===== config.mk =====
export PLATFORM = sky130hd
export DESIGN_NAME = z_result_drain_flat
export DESIGN_NICKNAME = d
export VERILOG_FILES = /design/src/rtl/z_result_drain_if.sv /design/src/rtl/z_result_drain.sv /design/src/flat_wrapper.sv
export SDC_FILE = /design/constraint.sdc
export NUM_CORES = 1
export LEC_CHECK = 0
export CORE_UTILIZATION = 43
export DETAILED_ROUTE_END_ITERATION = 8
export PLACE_DENSITY = 0.8
export SYNTH_ARGS = -nofsm -noshare
export SYNTH_HDL_FRONTEND = slang
export SYNTH_SLANG_ARGS = --single-unit

===== constraint.sdc =====
create_clock -name clk_i -period 1.8 [get_ports clk_i]
set_input_delay 0.27 -clock clk_i [delete_from_list [all_inputs] [get_ports clk_i]]
set_output_delay 0.27 -clock clk_i [all_outputs]
set_load 0.02 [all_outputs]

===== src/rtl/z_result_drain_if.sv =====
// rtl/z_result_drain_if.sv - ALU result offer and datapath bus handshake bundle
// slave is the drain; master is the producer/bus side that talks to it.
interface z_result_drain_if #(
    parameter int DATA_W = 32,
    parameter int OPC_W  = 5
);
    logic                  c_valid;
    logic                  c_ready;
    logic [2*DATA_W-1:0]   c_data;
    logic [OPC_W-1:0]      c_opcode;
    logic                  bus_valid;
    logic                  bus_ready;
    logic [DATA_W-1:0]     bus_out;
    logic [1:0]            dest_sel;

    modport slave (
        input  c_valid,
        input  c_data,
        input  c_opcode,
        input  bus_ready,
        output c_ready,
        output bus_valid,
        output bus_out,
        output dest_sel
    );

    modport master (
        output c_valid,
        output c_data,
        output c_opcode,
        output bus_ready,
        input  c_ready,
        input  bus_valid,
        input  bus_out,
        input  dest_sel
    );
endinterface


===== src/rtl/z_result_drain.sv =====
// rtl/z_result_drain.sv - latches a 64-bit ALU result and sequences it onto the 32-bit bus
// Narrow ops write ZLo to Rz; mul/div write ZLo to LO then ZHi to HI; nop is dropped.
module z_result_drain #(
    parameter int               DATA_W  = 32,
    parameter int               OPC_W   = 5,
    parameter logic [OPC_W-1:0] OPC_MUL = 5'b10000,
    parameter logic [OPC_W-1:0] OPC_DIV = 5'b01111,
    parameter logic [OPC_W-1:0] OPC_NOP = 5'b11010
) (
    input  logic                clk_i,
    input  logic                rst_i,
    z_result_drain_if.slave     zif,
    output logic [DATA_W-1:0]   zhi_q_o,
    output logic [DATA_W-1:0]   zlo_q_o,
    output logic [15:0]         result_cnt_o
);

    localparam logic [1:0] DEST_RZ = 2'b00;
    localparam logic [1:0] DEST_LO = 2'b01;
    localparam logic [1:0] DEST_HI = 2'b10;

    typedef enum logic [1:0] {
        S_IDLE    = 2'b00,
        S_EMIT_LO = 2'b01,
        S_EMIT_HI = 2'b10
    } state_e;

    state_e              state_q;
    logic                wide_q;
    logic                c_ready_q;
    logic                bus_valid_q;
    logic [DATA_W-1:0]   bus_out_q;
    logic [1:0]          dest_sel_q;
    logic [DATA_W-1:0]   zhi_q;
    logic [DATA_W-1:0]   zlo_q;
    logic [15:0]         result_cnt_q;

    logic                is_wide;
    logic                is_nop;

    assign is_wide = (zif.c_opcode == OPC_MUL) || (zif.c_opcode == OPC_DIV);
    assign is_nop  = (zif.c_opcode == OPC_NOP);

    // All bus-facing outputs are registered alongside the state so they stay
    // glitch-free and hold steady for as long as the destination stalls.
    always_ff @(posedge clk_i) begin
        if (rst_i) begin
            state_q      <= S_IDLE;
            wide_q       <= 1'b0;
            c_ready_q    <= 1'b1;
            bus_valid_q  <= 1'b0;
            bus_out_q    <= '0;
            dest_sel_q   <= DEST_RZ;
            zhi_q        <= '0;
            zlo_q        <= '0;
            result_cnt_q <= '0;
        end else begin
            case (state_q)
                S_IDLE: begin
                    if (zif.c_valid && !is_nop) begin
                        zhi_q       <= zif.c_data[2*DATA_W-1:DATA_W];
                        zlo_q       <= zif.c_data[DATA_W-1:0];
                        wide_q      <= is_wide;
                        state_q     <= S_EMIT_LO;
                        c_ready_q   <= 1'b0;
                        bus_valid_q <= 1'b1;
                        bus_out_q   <= zif.c_data[DATA_W-1:0];
                        dest_sel_q  <= is_wide ? DEST_LO : DEST_RZ;
                    end
                end
                S_EMIT_LO: begin
                    if (zif.bus_ready) begin
                        if (wide_q) begin
                            state_q    <= S_EMIT_HI;
                            bus_out_q  <= zhi_q;
                            dest_sel_q <= DEST_HI;
                        end else begin
                            state_q      <= S_IDLE;
                            c_ready_q    <= 1'b1;
                            bus_valid_q  <= 1'b0;
                            bus_out_q    <= '0;
                            dest_sel_q   <= DEST_RZ;
                            result_cnt_q <= result_cnt_q + 16'd1;
                        end
                    end
                end
                S_EMIT_HI: begin
                    if (zif.bus_ready) begin
                        state_q      <= S_IDLE;
                        c_ready_q    <= 1'b1;
                        bus_valid_q  <= 1'b0;
                        bus_out_q    <= '0;
                        dest_sel_q   <= DEST_RZ;
                        result_cnt_q <= result_cnt_q + 16'd1;
                    end
                end
                default: begin
                    state_q     <= S_IDLE;
                    c_ready_q   <= 1'b1;
                    bus_valid_q <= 1'b0;
                    bus_out_q   <= '0;
                    dest_sel_q  <= DEST_RZ;
                end
            endcase
        end
    end

    assign zif.c_ready   = c_ready_q;
    assign zif.bus_valid = bus_valid_q;
    assign zif.bus_out   = bus_out_q;
    assign zif.dest_sel  = dest_sel_q;
    assign zhi_q_o       = zhi_q;
    assign zlo_q_o       = zlo_q;
    assign result_cnt_o  = result_cnt_q;

endmodule


===== src/flat_wrapper.sv =====
// flat-port wrapper written by rule: the top's interface ports become plain ports
module z_result_drain_flat 
#(
    parameter int               DATA_W  = 32,
    parameter int               OPC_W   = 5,
    parameter logic [OPC_W-1:0] OPC_MUL = 5'b10000,
    parameter logic [OPC_W-1:0] OPC_DIV = 5'b01111,
    parameter logic [OPC_W-1:0] OPC_NOP = 5'b11010
)
  (clk_i, rst_i, zhi_q_o, zlo_q_o, result_cnt_o, zif_c_valid, zif_c_data, zif_c_opcode, zif_bus_ready, zif_c_ready, zif_bus_valid, zif_bus_out, zif_dest_sel);
  z_result_drain_if #(.DATA_W(DATA_W), .OPC_W(OPC_W)) zif_i ();
  input  logic clk_i;
  input  logic rst_i;
  output logic [DATA_W-1:0] zhi_q_o;
  output logic [DATA_W-1:0] zlo_q_o;
  output logic [15:0] result_cnt_o;
  input wire logic [$bits(zif_i.c_valid)-1:0] zif_c_valid;
  input wire logic [$bits(zif_i.c_data)-1:0] zif_c_data;
  input wire logic [$bits(zif_i.c_opcode)-1:0] zif_c_opcode;
  input wire logic [$bits(zif_i.bus_ready)-1:0] zif_bus_ready;
  output wire logic [$bits(zif_i.c_ready)-1:0] zif_c_ready;
  output wire logic [$bits(zif_i.bus_valid)-1:0] zif_bus_valid;
  output wire logic [$bits(zif_i.bus_out)-1:0] zif_bus_out;
  output wire logic [$bits(zif_i.dest_sel)-1:0] zif_dest_sel;
  assign zif_i.c_valid = zif_c_valid;
  assign zif_i.c_data = zif_c_data;
  assign zif_i.c_opcode = zif_c_opcode;
  assign zif_i.bus_ready = zif_bus_ready;
  assign zif_c_ready = zif_i.c_ready;
  assign zif_bus_valid = zif_i.bus_valid;
  assign zif_bus_out = zif_i.bus_out;
  assign zif_dest_sel = zif_i.dest_sel;
  z_result_drain #(.DATA_W(DATA_W), .OPC_W(OPC_W), .OPC_MUL(OPC_MUL), .OPC_DIV(OPC_DIV), .OPC_NOP(OPC_NOP)) u_core (.clk_i(clk_i), .rst_i(rst_i), .zif(zif_i), .zhi_q_o(zhi_q_o), .zlo_q_o(zlo_q_o), .result_cnt_o(result_cnt_o));
endmodule

==> summary.md <==
| Metric | Value |
|---|---|
| Crit. End Element | primary output |
| Hold WS | 0.160 ns |
| F_max | 568 MHz |
| CTS hold repair buffers | 0 |
| Worst skew pair latency | 0.51 ns |
| Reg2reg path depth | 5 |
| Worst-Margin Slew | 0.478 ns |
| GRT Total Usage | 26.8% |
| Clock H-tree levels | 4 |
| Drt wl/cell | around 17 µm |
| Antenna violations before repair | 0 |
| Initial Util | approximately 45% |
| Distinct cells, synth | 41 |
| Post-synthesis register bit count | 118 |
| Predominant post-synthesis flop cell | dfxtp_1 |
| Most frequent cell after synthesis | nand2_1 |
| DRC | 0 |
| Core outline area | 0.0104 mm² |
| Layout Cells excl Fill | 885 |
| Clk sinks | 118 |
| Number of flops mapped to enable cells by yosys | 0 |
| Synthesized area per cell | 8.47 µm² |
| Die Y | approximately 110 µm |
| Power Dens Cells | 1040 mW/mm² |
| CTS Root Buffer Type | clkbuf_8 |
| Clock Pin Slew Worst Setup and Hold Paths | 0.06 ns |
| Critical path class | reg -> out |
| CP Data Arrival Time | 1.49 ns |
| Period utilization | 97.9% |
| Reg-to-reg startpoint | u_core.state_q[0] |
| Vias in the first global route | 4,833 |
| Routed Antenna Nets | 0 |
| Gate power share | 16.3% |
| Worst-path cell chain | clkdlybuf4s50_1 |
| CP top delay family | buffers and inverters |
| Outcome | completed |
| Crit Path Max Fanout | 3 |
| Placed cell areas | 0.00678 mm² |
| Fillers | 783 |
| ANT cells | 0 |
| Reg2Reg Capture Point | u_core.result_cnt_o[8] |
| Bufs on Longest Clock Path | 2 |
| WL final | around 15,000 µm |
| Total Die Area | 0.0113 mm² |
| Area delta synth->final | 61.0% |
| Final total power | a little under 8000 µW |
| Async set-or-reset flop fraction in the synthesized netlist | 0% |
| CP max stage delay | between 0.6 and 0.7 ns |
| Gpl congestion | 0.786 |
| CP bufs+invs | 1 |
| Seq pwr share | 36.8% |
| DR iter-0 viols | around 270 |
| CTS buffer count | 17 |
| GRT Residual Overflow | 0 |
| Dominant cell type by area after synthesis | dfxtp_1 |
| Post-synth top area share | around half |
| Number of iterations in the first detailed-routing pass | 5 |
| Via count | between 4,000 and 5,000 |
| Syn. warnings | 0 |
| First-pass GRT wire length | 23,600 µm |
| Nets | 812 |
| Top Ports | approximately 190 |
| Commonest cells in the netlist | nand2_1 (135), dfxtp_1 (118), a21oi_1 (74), nor3_1 (34) |
| CTS tree | yes |
| MaxCap Viol Count | 0 |
| Worst vdd ir | 0.717 mV |
| Hold EP | u_core.zlo_q_o[3] |
| Pin count of the biggest net entering global routing | 50 |
| Hold depth | 2 |
| Final Critical Period | 1.76 ns |
| Sw Share | 24.5% |
| FP Rows | 37 |
| Mapped Cells | 550 |
| WP data required | about 1.5 ns |
| Switch Pwr | 1920 µW |
| Slowest cell on crit path | clkdlybuf4s50_1 |
| Final slew viol count | 0 |
| Setup tns final | 0 ns |
| Cell area after layout | about 0.0075 mm² |
| RSZ-0062 raised after global routing | false |
| Hold WC Path Type | in -> reg |
| Final Setup Violations | 0 |
| Layout cells sized above 1 | 9.75% |
| P_leak | around 0.0032 µW |
| Detailed placer's ending HPWL | 10,200 µm |
| Largest cells by area after synthesis | dfxtp_1 (51%), nand2_1 (11%), a21oi_1 (8.0%) |
| Slew headroom | 68.0% |
| Pint | 5910 µW |
| Fin. Hold Viols | 0 |
| Reg2reg setup slack | 0.09 ns |
| Seq/Total Area, Yosys | 50.7% |
| Post-DR vias/cell | 5.41 |
| Buffers added on ports | 188 |
| Mapped Nets | 624 |
| Hold path startpoint | rst_i |
| Post-Syn Area | 0.00466 mm² |
| Clock power share | 46.9% |
| Placed insts | 854 |
| DIE WIDTH | 106 µm |
| Max Clock Skew | between 0.007 and 0.008 ns |
| Startpoint types | flip-flop |
power by group through the flow:
stage,clock network [µW],logic (µW),registers (µW)
after global routing,3850,1360,2900
after floorplan,0,419,3120
after detailed placement,0,1280,2940
final,3670,1270,2880
after CTS,3700,1280,2880
after global placement,0,1250,2930
layer usage:
layer / GRT usage, % / share of wire (%) / vias up
met5: 0 / 0 / -
met4: 10.2 / 1.5 / 0
met3: 9.63 / 7.2 / 17
met2: 48.0 / 53 / 152
met1: 28.8 / 39 / 2303
li1: - / - / 2316
logic make-up after synthesis:
family | count (synthesis) | synth area share, %
xor+xnor | 6 | 1.13
compound gates | 160 | 21.6
fa+ha+maj | 2 | 0.484
flops | 118 | 50.7
simple gates | 209 | 19.9
mux | 4 | 0.913
buf+inv | 51 | 5.21
flip-flops by register name (all words and copies together) (netlist names):
name                  cells
u_core.zhi_q_o           32
u_core.zif.bus_out       32
u_core.zlo_q_o           32
u_core.result_cnt_o      16
u_core.zif.dest_sel       2
u_core.state_q            1
u_core.wide_q             1
u_core.zif.bus_valid      1
u_core.zif.c_ready        1
cell type report:
cell class	instances	area, µm²	share of cell area [%]
inverters	1	3.75	0.0501
clock buffers	22	473	6.31
multi-input cells	381	2090	27.9
repair buffers	219	2220	29.7
clock inverters	8	170	2.27
flip-flops and latches	118	2360	31.5
well taps	136	170	2.27
worst max-delay path by stage:
stage / slack [ns] / start / to / cells past startpoint
after global placement: -0.26 / zif_c_opcode[4] / u_core.zif.bus_out[15] / 6
final: 0.04 / u_core.zhi_q_o[16] / zhi_q_o[16] / 1
after detailed placement: -0.37 / zif_c_opcode[4] / u_core.zif.bus_out[16] / 6
after global routing: 0.0004 / u_core.zhi_q_o[16] / zhi_q_o[16] / 1
after CTS: 0.003 / u_core.result_cnt_o[14] / result_cnt_o[14] / 1
after floorplan: 0.12 / u_core.result_cnt_o[0] / u_core.result_cnt_o[12] / 5
layout by cell type, fill, tap and decap left out, types with 2 or more instances in the layout:
cell type        netlist  final
clkdlybuf4s50_1        0    146
nand2_1              135    135
dfxtp_1              118    116
a21oi_1               74     74
nor3_1                34     33
a22oi_1               32     32
a211oi_1              32     32
buf_4                  5     27
dlymetal6s2s_1         0     27
clkbuf_16              0     16
dlygate4sd2_1          0     14
o21ai_0               11     11
nor2_1                 9      9
or3_1                  8      8
xor2_1                 6      6
clkbuf_8               0      5
bufinv_16              0      5
buf_12                 0      5
nand3_1                4      4
nand4_1                3      3
and4_1                 3      3
o2111ai_1              3      3
nand2b_1               2      2
and2_1                 2      2
o211ai_1               2      2
mux2i_1                2      2
mux2_2                 2      2
nor2b_1                2      2
clkinvlp_4             0      2
dfxtp_2                0      2
repair_timing:
| item | in CTS | in global routing |
|---|---|---|
| pin swaps | 0 | 2 |
| buffers inserted | 0 | 1 |
| setup endpoints to repair | 14 | 33 |
| resized for setup | 14 | 33 |
metrics by stage:
stage               setup WS (ns)  utilization (%)
detailed placement         -0.365             65.1
global placement           -0.260             65.1
finish                     0.0381             72.0
CTS                       0.00276             71.1
global route             0.000446             72.0
floorplan                   0.121                -
Power figures use the tool's default switching activity.
